$ cat config.mk
export PLATFORM = sky130hd
export DESIGN_NAME = mem_access_unit_flat
export DESIGN_NICKNAME = d
export VERILOG_FILES = /design/src/rtl/mem_access_unit_pkg.sv /design/src/rtl/mem_access_unit_if.sv /design/src/rtl/mem_lane_align.sv /design/src/rtl/mem_access_unit.sv /design/src/flat_wrapper.sv
export SDC_FILE = /design/constraint.sdc
export NUM_CORES = 1
export LEC_CHECK = 0
export BUFFER_PORTS_ARGS = -buffer_cell sky130_fd_sc_hd__buf_2
export CELL_PAD_IN_SITES_DETAIL_PLACEMENT = 1
export CELL_PAD_IN_SITES_GLOBAL_PLACEMENT = 1
export CORE_MARGIN = 2
export CORE_UTILIZATION = 38
export DETAILED_ROUTE_END_ITERATION = 12
export PLACE_DENSITY = 0.86
export SYNTH_ARGS = -nofsm -noshare
export SYNTH_HDL_FRONTEND = slang
export SYNTH_SLANG_ARGS = --single-unit
$ cat constraint.sdc
create_clock -name clk -period 3.3 [get_ports clk]
set_input_delay 0.66 -clock clk [delete_from_list [all_inputs] [get_ports clk]]
set_output_delay 0.66 -clock clk [all_outputs]
set_load 0.01 [all_outputs]
$ cat src/rtl/mem_access_unit_pkg.sv
// rtl/mem_access_unit_pkg.sv - shared load/store encodings, state and status codes
//
// Purpose: decoder-facing MEM_OP / MEM_SEL encodings plus the access-unit state
//          and completion-status codes, with legality/alignment helpers.
// Ports:   none (package).
package mem_access_unit_pkg;

  typedef enum logic [1:0] {
    OP_NOP   = 2'b00,
    OP_LOAD  = 2'b01,
    OP_STORE = 2'b10
  } mem_op_e;

  // funct3 coding of the load/store width and signedness
  typedef enum logic [2:0] {
    SEL_B  = 3'b000,
    SEL_H  = 3'b001,
    SEL_W  = 3'b010,
    SEL_BU = 3'b100,
    SEL_HU = 3'b101
  } mem_sel_e;

  typedef enum logic [1:0] {
    ST_IDLE  = 2'b00,
    ST_CHECK = 2'b01,
    ST_REQ   = 2'b10,
    ST_RESP  = 2'b11
  } mau_state_e;

  typedef enum logic [1:0] {
    ERR_OK       = 2'b00,
    ERR_MISALIGN = 2'b01,
    ERR_TIMEOUT  = 2'b10,
    ERR_ILLEGAL  = 2'b11
  } mau_err_e;

  // Unsigned widths exist only for loads.
  function automatic logic sel_legal(input logic [1:0] op, input logic [2:0] sel);
    logic ok;
    ok = 1'b0;
    case (sel)
      SEL_B, SEL_H, SEL_W: ok = (op == OP_LOAD) || (op == OP_STORE);
      SEL_BU, SEL_HU:      ok = (op == OP_LOAD);
      default:             ok = 1'b0;
    endcase
    return ok;
  endfunction

  function automatic logic is_misaligned(input logic [2:0] sel, input logic [1:0] off);
    logic bad;
    bad = 1'b0;
    case (sel)
      SEL_H, SEL_HU: bad = off[0];
      SEL_W:         bad = (off != 2'b00);
      default:       bad = 1'b0;
    endcase
    return bad;
  endfunction

endpackage

$ cat src/rtl/mem_access_unit_if.sv
// rtl/mem_access_unit_if.sv - word-wide request/acknowledge memory bus
//
// Purpose: groups the memory-side bus of the access unit.
// Signals: bus_req, bus_we, bus_addr[31:0], bus_wstrb[3:0], bus_wdata[31:0]
//          (master to memory); bus_ack, bus_rdata[31:0] (memory to master).
// Modports: master (access unit), slave (memory).
interface mem_access_unit_if;

  logic        bus_req;
  logic        bus_we;
  logic [31:0] bus_addr;
  logic [3:0]  bus_wstrb;
  logic [31:0] bus_wdata;
  logic        bus_ack;
  logic [31:0] bus_rdata;

  modport master (
    output bus_req, bus_we, bus_addr, bus_wstrb, bus_wdata,
    input  bus_ack, bus_rdata
  );

  modport slave (
    input  bus_req, bus_we, bus_addr, bus_wstrb, bus_wdata,
    output bus_ack, bus_rdata
  );

endinterface

$ cat src/rtl/mem_lane_align.sv
// rtl/mem_lane_align.sv - store lane steering and load extraction/extension
//
// Purpose: purely combinational byte-lane logic for a 32-bit word bus.
// Ports:   sel[2:0]       width/sign select (funct3 coding)
//          byte_off[1:0]  addr[1:0] of the access
//          st_data[31:0]  LSB-aligned store data
//          ld_raw[31:0]   raw word returned by the bus
//          wstrb[3:0]     byte enables for a store
//          wdata[31:0]    replicated store data
//          ld_data[31:0]  extracted, extended load result
module mem_lane_align
  import mem_access_unit_pkg::*;
(
  input  logic [2:0]  sel,
  input  logic [1:0]  byte_off,
  input  logic [31:0] st_data,
  input  logic [31:0] ld_raw,
  output logic [3:0]  wstrb,
  output logic [31:0] wdata,
  output logic [31:0] ld_data
);

  logic [31:0] shifted;

  // Replicating the data lets the strobe alone pick the lane.
  always_comb begin
    wstrb = 4'b1111;
    wdata = st_data;
    case (sel[1:0])
      2'b00: begin
        wstrb = 4'b0001 << byte_off;
        wdata = {4{st_data[7:0]}};
      end
      2'b01: begin
        wstrb = 4'b0011 << byte_off;
        wdata = {2{st_data[15:0]}};
      end
      default: begin
        wstrb = 4'b1111;
        wdata = st_data;
      end
    endcase
  end

  always_comb begin
    shifted = ld_raw >> {byte_off, 3'b000};
    ld_data = 32'h0;
    case (sel)
      SEL_B:   ld_data = {{24{shifted[7]}}, shifted[7:0]};
      SEL_H:   ld_data = {{16{shifted[15]}}, shifted[15:0]};
      SEL_W:   ld_data = shifted;
      SEL_BU:  ld_data = {24'h0, shifted[7:0]};
      SEL_HU:  ld_data = {16'h0, shifted[15:0]};
      default: ld_data = 32'h0;
    endcase
  end

endmodule

$ cat src/rtl/mem_access_unit.sv
// rtl/mem_access_unit.sv - load/store access sequencer with alignment checks and bus timeout
//
// Purpose: accepts one load/store from the pipeline, checks select legality and
//          alignment, runs a single request/acknowledge bus transfer with timeout
//          and returns a one-cycle completion pulse with status and load data.
// Ports:   clk, rst (sync, active-high)
//          start, mem_op[1:0], mem_sel[2:0], addr[31:0], wdata[31:0]  request
//          busy, done, rdata[31:0], err[1:0]                          completion
//          bus (mem_access_unit_if.master)                            memory bus
module mem_access_unit
  import mem_access_unit_pkg::*;
#(
  parameter int TIMEOUT_CYCLES = 16
) (
  input  logic        clk,
  input  logic        rst,
  input  logic        start,
  input  logic [1:0]  mem_op,
  input  logic [2:0]  mem_sel,
  input  logic [31:0] addr,
  input  logic [31:0] wdata,
  output logic        busy,
  output logic        done,
  output logic [31:0] rdata,
  output logic [1:0]  err,
  mem_access_unit_if.master bus
);

  localparam int CNT_W = $clog2(TIMEOUT_CYCLES + 1);
  localparam logic [CNT_W-1:0] TMO_LAST = CNT_W'(TIMEOUT_CYCLES - 1);

  mau_state_e       state;
  logic [1:0]       op_q;
  logic [2:0]       sel_q;
  logic [31:0]      addr_q;
  logic [31:0]      wdata_q;
  logic [CNT_W-1:0] tmo_cnt;

  logic [3:0]  lane_wstrb;
  logic [31:0] lane_wdata;
  logic [31:0] lane_rdata;

  mem_lane_align u_lane (
    .sel      (sel_q),
    .byte_off (addr_q[1:0]),
    .st_data  (wdata_q),
    .ld_raw   (bus.bus_rdata),
    .wstrb    (lane_wstrb),
    .wdata    (lane_wdata),
    .ld_data  (lane_rdata)
  );

  always_ff @(posedge clk) begin
    if (rst) begin
      state         <= ST_IDLE;
      op_q          <= 2'b00;
      sel_q         <= 3'b000;
      addr_q        <= 32'h0;
      wdata_q       <= 32'h0;
      tmo_cnt       <= '0;
      busy          <= 1'b0;
      done          <= 1'b0;
      rdata         <= 32'h0;
      err           <= 2'b00;
      bus.bus_req   <= 1'b0;
      bus.bus_we    <= 1'b0;
      bus.bus_addr  <= 32'h0;
      bus.bus_wstrb <= 4'b0000;
      bus.bus_wdata <= 32'h0;
    end else begin
      case (state)
        ST_IDLE: begin
          if (start && (mem_op == OP_LOAD || mem_op == OP_STORE)) begin
            op_q    <= mem_op;
            sel_q   <= mem_sel;
            addr_q  <= addr;
            wdata_q <= wdata;
            busy    <= 1'b1;
            state   <= ST_CHECK;
          end
        end

        ST_CHECK: begin
          // Illegal select outranks misalignment.
          if (!sel_legal(op_q, sel_q)) begin
            err   <= ERR_ILLEGAL;
            done  <= 1'b1;
            state <= ST_RESP;
          end else if (is_misaligned(sel_q, addr_q[1:0])) begin
            err   <= ERR_MISALIGN;
            done  <= 1'b1;
            state <= ST_RESP;
          end else begin
            bus.bus_req   <= 1'b1;
            bus.bus_we    <= (op_q == OP_STORE);
            bus.bus_addr  <= {addr_q[31:2], 2'b00};
            bus.bus_wstrb <= (op_q == OP_STORE) ? lane_wstrb : 4'b0000;
            bus.bus_wdata <= (op_q == OP_STORE) ? lane_wdata : 32'h0;
            tmo_cnt       <= '0;
            state         <= ST_REQ;
          end
        end

        ST_REQ: begin
          // Ack is tested first so an ack in the last counted cycle still succeeds.
          if (bus.bus_ack || (tmo_cnt == TMO_LAST)) begin
            bus.bus_req   <= 1'b0;
            bus.bus_we    <= 1'b0;
            bus.bus_addr  <= 32'h0;
            bus.bus_wstrb <= 4'b0000;
            bus.bus_wdata <= 32'h0;
            tmo_cnt       <= '0;
            done          <= 1'b1;
            state         <= ST_RESP;
            if (bus.bus_ack) begin
              err   <= ERR_OK;
              rdata <= (op_q == OP_LOAD) ? lane_rdata : 32'h0;
            end else begin
              err   <= ERR_TIMEOUT;
              rdata <= 32'h0;
            end
          end else begin
            tmo_cnt <= tmo_cnt + 1'b1;
          end
        end

        ST_RESP: begin
          done  <= 1'b0;
          busy  <= 1'b0;
          rdata <= 32'h0;
          err   <= ERR_OK;
          state <= ST_IDLE;
        end

        default: state <= ST_IDLE;
      endcase
    end
  end

endmodule

$ cat src/flat_wrapper.sv
// flat-port wrapper written by rule: the top's interface ports become plain ports
module mem_access_unit_flat import mem_access_unit_pkg::*;
#(
  parameter int TIMEOUT_CYCLES = 16
)
  (clk, rst, start, mem_op, mem_sel, addr, wdata, busy, done, rdata, err, bus_bus_req, bus_bus_we, bus_bus_addr, bus_bus_wstrb, bus_bus_wdata, bus_bus_ack, bus_bus_rdata);
  mem_access_unit_if bus_i ();
  input  logic clk;
  input  logic rst;
  input  logic start;
  input  logic [1:0] mem_op;
  input  logic [2:0] mem_sel;
  input  logic [31:0] addr;
  input  logic [31:0] wdata;
  output logic busy;
  output logic done;
  output logic [31:0] rdata;
  output logic [1:0] err;
  output wire logic [$bits(bus_i.bus_req)-1:0] bus_bus_req;
  output wire logic [$bits(bus_i.bus_we)-1:0] bus_bus_we;
  output wire logic [$bits(bus_i.bus_addr)-1:0] bus_bus_addr;
  output wire logic [$bits(bus_i.bus_wstrb)-1:0] bus_bus_wstrb;
  output wire logic [$bits(bus_i.bus_wdata)-1:0] bus_bus_wdata;
  input wire logic [$bits(bus_i.bus_ack)-1:0] bus_bus_ack;
  input wire logic [$bits(bus_i.bus_rdata)-1:0] bus_bus_rdata;
  assign bus_bus_req = bus_i.bus_req;
  assign bus_bus_we = bus_i.bus_we;
  assign bus_bus_addr = bus_i.bus_addr;
  assign bus_bus_wstrb = bus_i.bus_wstrb;
  assign bus_bus_wdata = bus_i.bus_wdata;
  assign bus_i.bus_ack = bus_bus_ack;
  assign bus_i.bus_rdata = bus_bus_rdata;
  mem_access_unit #(.TIMEOUT_CYCLES(TIMEOUT_CYCLES)) u_core (.clk(clk), .rst(rst), .start(start), .mem_op(mem_op), .mem_sel(mem_sel), .addr(addr), .wdata(wdata), .busy(busy), .done(done), .rdata(rdata), .err(err), .bus(bus_i));
endmodule
==> results.yml <==
global_routing:
  grt_overflow_total: 0
  grt_pass1_wl_um: 34500
  grt_usage_pct: 22.0
  first_global_vias: 6643
  grt_max_degree: 70
  antenna_found_initial: 1
yosys:
  ys_top_cells_by_count: "nand2_1, dfxtp_1, a21oi_1"
  postSynthCellCount: 804
  netlist_area_mm2: 0.00714
  yosysSeqAreaShare_pct: 50.4
  synthFlopType: "dfxtp_1"
  ys_warn_count: 0
  synth_top_cell_by_area: "dfxtp_1"
  async_flop_share_pct: 0
  avgSynthCellArea_um2: 8.88
  ys_types: 55
  synth_area_leaders: "dfxtp_1, nand2_1, a21oi_1"
  ys_seq_elements: 180
  yosysTopAreaCellShare_pct: 50.4
  synth_most_common_cell: "nand2_1"
  synth_edf_count: 0
critical_path:
  cp.required_ns: 3.62
  path_class: "reg2reg"
  cp_max_fo: 26
  setup.worst_path.start_class: "flop"
  endpoint_kind: "flop"
  worst_ep_arrival_time_ns: 3.01
layout:
  syn_to_final_growth_pct: 25.2
  design_area_mm2: 0.00895
  fillers: 2215
  nets: 1102
  drive_above_1_share_pct: 29.0
sta:
  fin_crit_sh_pct: 81.5
  slew_headroom_pct: 34.3
  worstMarginPinSlew_ns: 0.983
  post-route-min-period_ns: 2.69
  fmax_mhz: 372
  rsz0062_at_grt: "false"
  setup_tns_ns: 0
  hold_viol_final: 0
  slew_violations: 0
  setup_violations: 0
  fin_worst_skew_ns: 0.0158
route:
  antenna_left: 0
  totalWireLength_um: 22300
  vias_per_cell: 5.26
  drtIter0Drc: 310
  routedWlPerCell_um: 18.0
  drc: 0
  first_pass_iters: 4
  vias: 6499
clock_network:
  clk_pin_slew_worst_paths_ns: 0.07
  h-tree-depth: 4
  clock-root-buffer: "clkbuf_16"
  ctsResizeCount: 0
  clkSinkCount: 180
  cts_hold_buf: 0
  postCtsSetupRepairBufs: 0
  cts_tree: "done"
  numCtsBuffers: 17
  clock_latency_ns: 0.43
  clk_path_buf_depth: 2
power:
  swShare_pct: 32.5
  power.switching_w: 0.00181
  p_clk_share_pct: 33.9
  seqPwrFrac_pct: 44.0
  p_total_w: 0.00557
  combinationalPowerShare_pct: 22.1
  p_per_area_mw_per_mm2: 622
  p_int_w: 0.00376
  ir_worst_vdd_mv: 0.330
  leakage_nw: 3.81
floorplan:
  dieArea_mm2: 0.0199
  dieWidth_um: 141
  pin_count: 211
  core_area_mm2: 0.0186
  dieHeight_um: 141
  initial_core_util_pct: 38.4
  rows: 50
worst_hold_path:
  hold_path_class: "reg2reg"
placement:
  io_buffer_count: 208
  gp_congestion: 0.809
  dp_hpwl_um: 15300
  dpl_cell_area_mm2: 0.00840
run_status:
  outcome: "finished clean"
run:
  cap_violations: 0
[through the flow]
| stage | std cells | worst slack (ns) | hold slack [ns] | util, % |
|---|---|---|---|---|
| floorplan | 805 | 0.929 | 0.429 | - |
| global placement | 1203 | 0.790 | 0.435 | 45.2 |
| detailed placement | 1203 | 0.672 | 0.448 | 45.2 |
| CTS | 1234 | 0.574 | 0.449 | 48.1 |
| global route | 1234 | 0.409 | 0.449 | 48.1 |
| finish | 1236 | 0.611 | 0.456 | 48.1 |
[flip-flops by register name (all words and copies together) (netlist names)]
register / cells
u_core.op_q: 2
u_core.busy: 1
u_core.rdata: 32
u_core.bus.bus_addr: 30
u_core.done: 1
u_core.bus.bus_we: 1
u_core.tmo_cnt: 5
u_core.bus.bus_wstrb: 4
u_core.bus.bus_wdata: 32
u_core.bus.bus_req: 1
u_core.state: 2
u_core.wdata_q: 32
u_core.sel_q: 3
u_core.err: 2
u_core.addr_q: 32
[final cells by class]
type                       instances  area, µm²  area share (%)
sequential                       180       3600            40.3
multi-input combinational        552       3250            36.3
timing repair buffer             226       1220            13.6
clock buffer                      19        443            4.95
tap                              234        293            3.27
clock inverter                    12       97.6            1.09
inverter                          11       41.3           0.462
antenna                            2       5.00          0.0559
[layer usage]
metal	vias to the layer above	wire length (µm)	track usage, %
li1	3161	-	-
met1	3137	10100	27.8
met2	169	10700	37.1
met3	32	1020	4.72
met4	0	437	7.74
met5	-	0	0
[power by group through the flow]
stage          sequential (W)  clock [W]  combinational (W)
2_1_floorplan         0.00247          0           0.000821
3_3_place_gp          0.00248          0            0.00119
3_5_place_dp          0.00249          0            0.00122
4_1_cts               0.00245    0.00193            0.00124
5_1_grt               0.00247    0.00201            0.00136
6_report              0.00245    0.00189            0.00123
[cells in the final DEF, fill, tap and decap left out, types with 5 or more instances in the layout]
master	synthesis	final
a22o_1	38	38
inv_6	0	5
buf_2	14	207
dfxtp_1	180	179
nand2_1	196	196
buf_4	2	16
nor2_1	34	34
a221o_2	10	10
clkbuf_16	0	17
a22oi_1	7	7
mux2i_1	42	42
ha_1	9	9
o21ai_0	58	58
a221o_1	6	6
mux2_2	10	10
inv_1	11	11
a21oi_1	90	90
[path summary, 6_finish.rpt]
| check | startpoint | endpoint | slack (ns) | cells after the start |
|---|---|---|---|---|
| max | u_core.tmo_cnt[0]$_SDFFE_PP0P_ | u_core.bus.bus_wdata[14]$_SDFFE_PP0P_ | 0.61 | 9 |
| min | u_core.addr_q[4]$_SDFFE_PP0P_ | u_core.addr_q[4]$_SDFFE_PP0P_ | 0.46 | 2 |
| max reg2reg | u_core.tmo_cnt[0]$_SDFFE_PP0P_ | u_core.bus.bus_wdata[14]$_SDFFE_PP0P_ | 0.61 | 9 |
| min reg2reg | u_core.addr_q[4]$_SDFFE_PP0P_ | u_core.addr_q[4]$_SDFFE_PP0P_ | 0.46 | 2 |
[worst max-delay path: stages (launching register included)]
cell and delay [ns]:
dfxtp_1 0.34, ha_1 0.23, and3_1 0.20, ha_1 0.19, or3b_2 0.54, a31oi_1 0.19, o41a_2 0.47, buf_12 0.24
nand2_1 0.07, o21ai_0 0.10
[kinds of logic (layout without fill, tap and decap cells)]
logic type / after synthesis / after routing / synth area share [%]
AND/OR/NAND/NOR: 256 / 256 / 14.8
AO/OA/AOI/OAI: 232 / 232 / 21.1
flip-flops: 180 / 180 / 50.4
buffers and inverters: 73 / 268 / 4.40
multiplexers: 52 / 52 / 7.46
adder cells (fa/ha/maj): 9 / 9 / 1.58
other: 1 / 4 / 0.0525
XOR/XNOR: 1 / 1 / 0.123
Power figures use the tool's default switching activity.
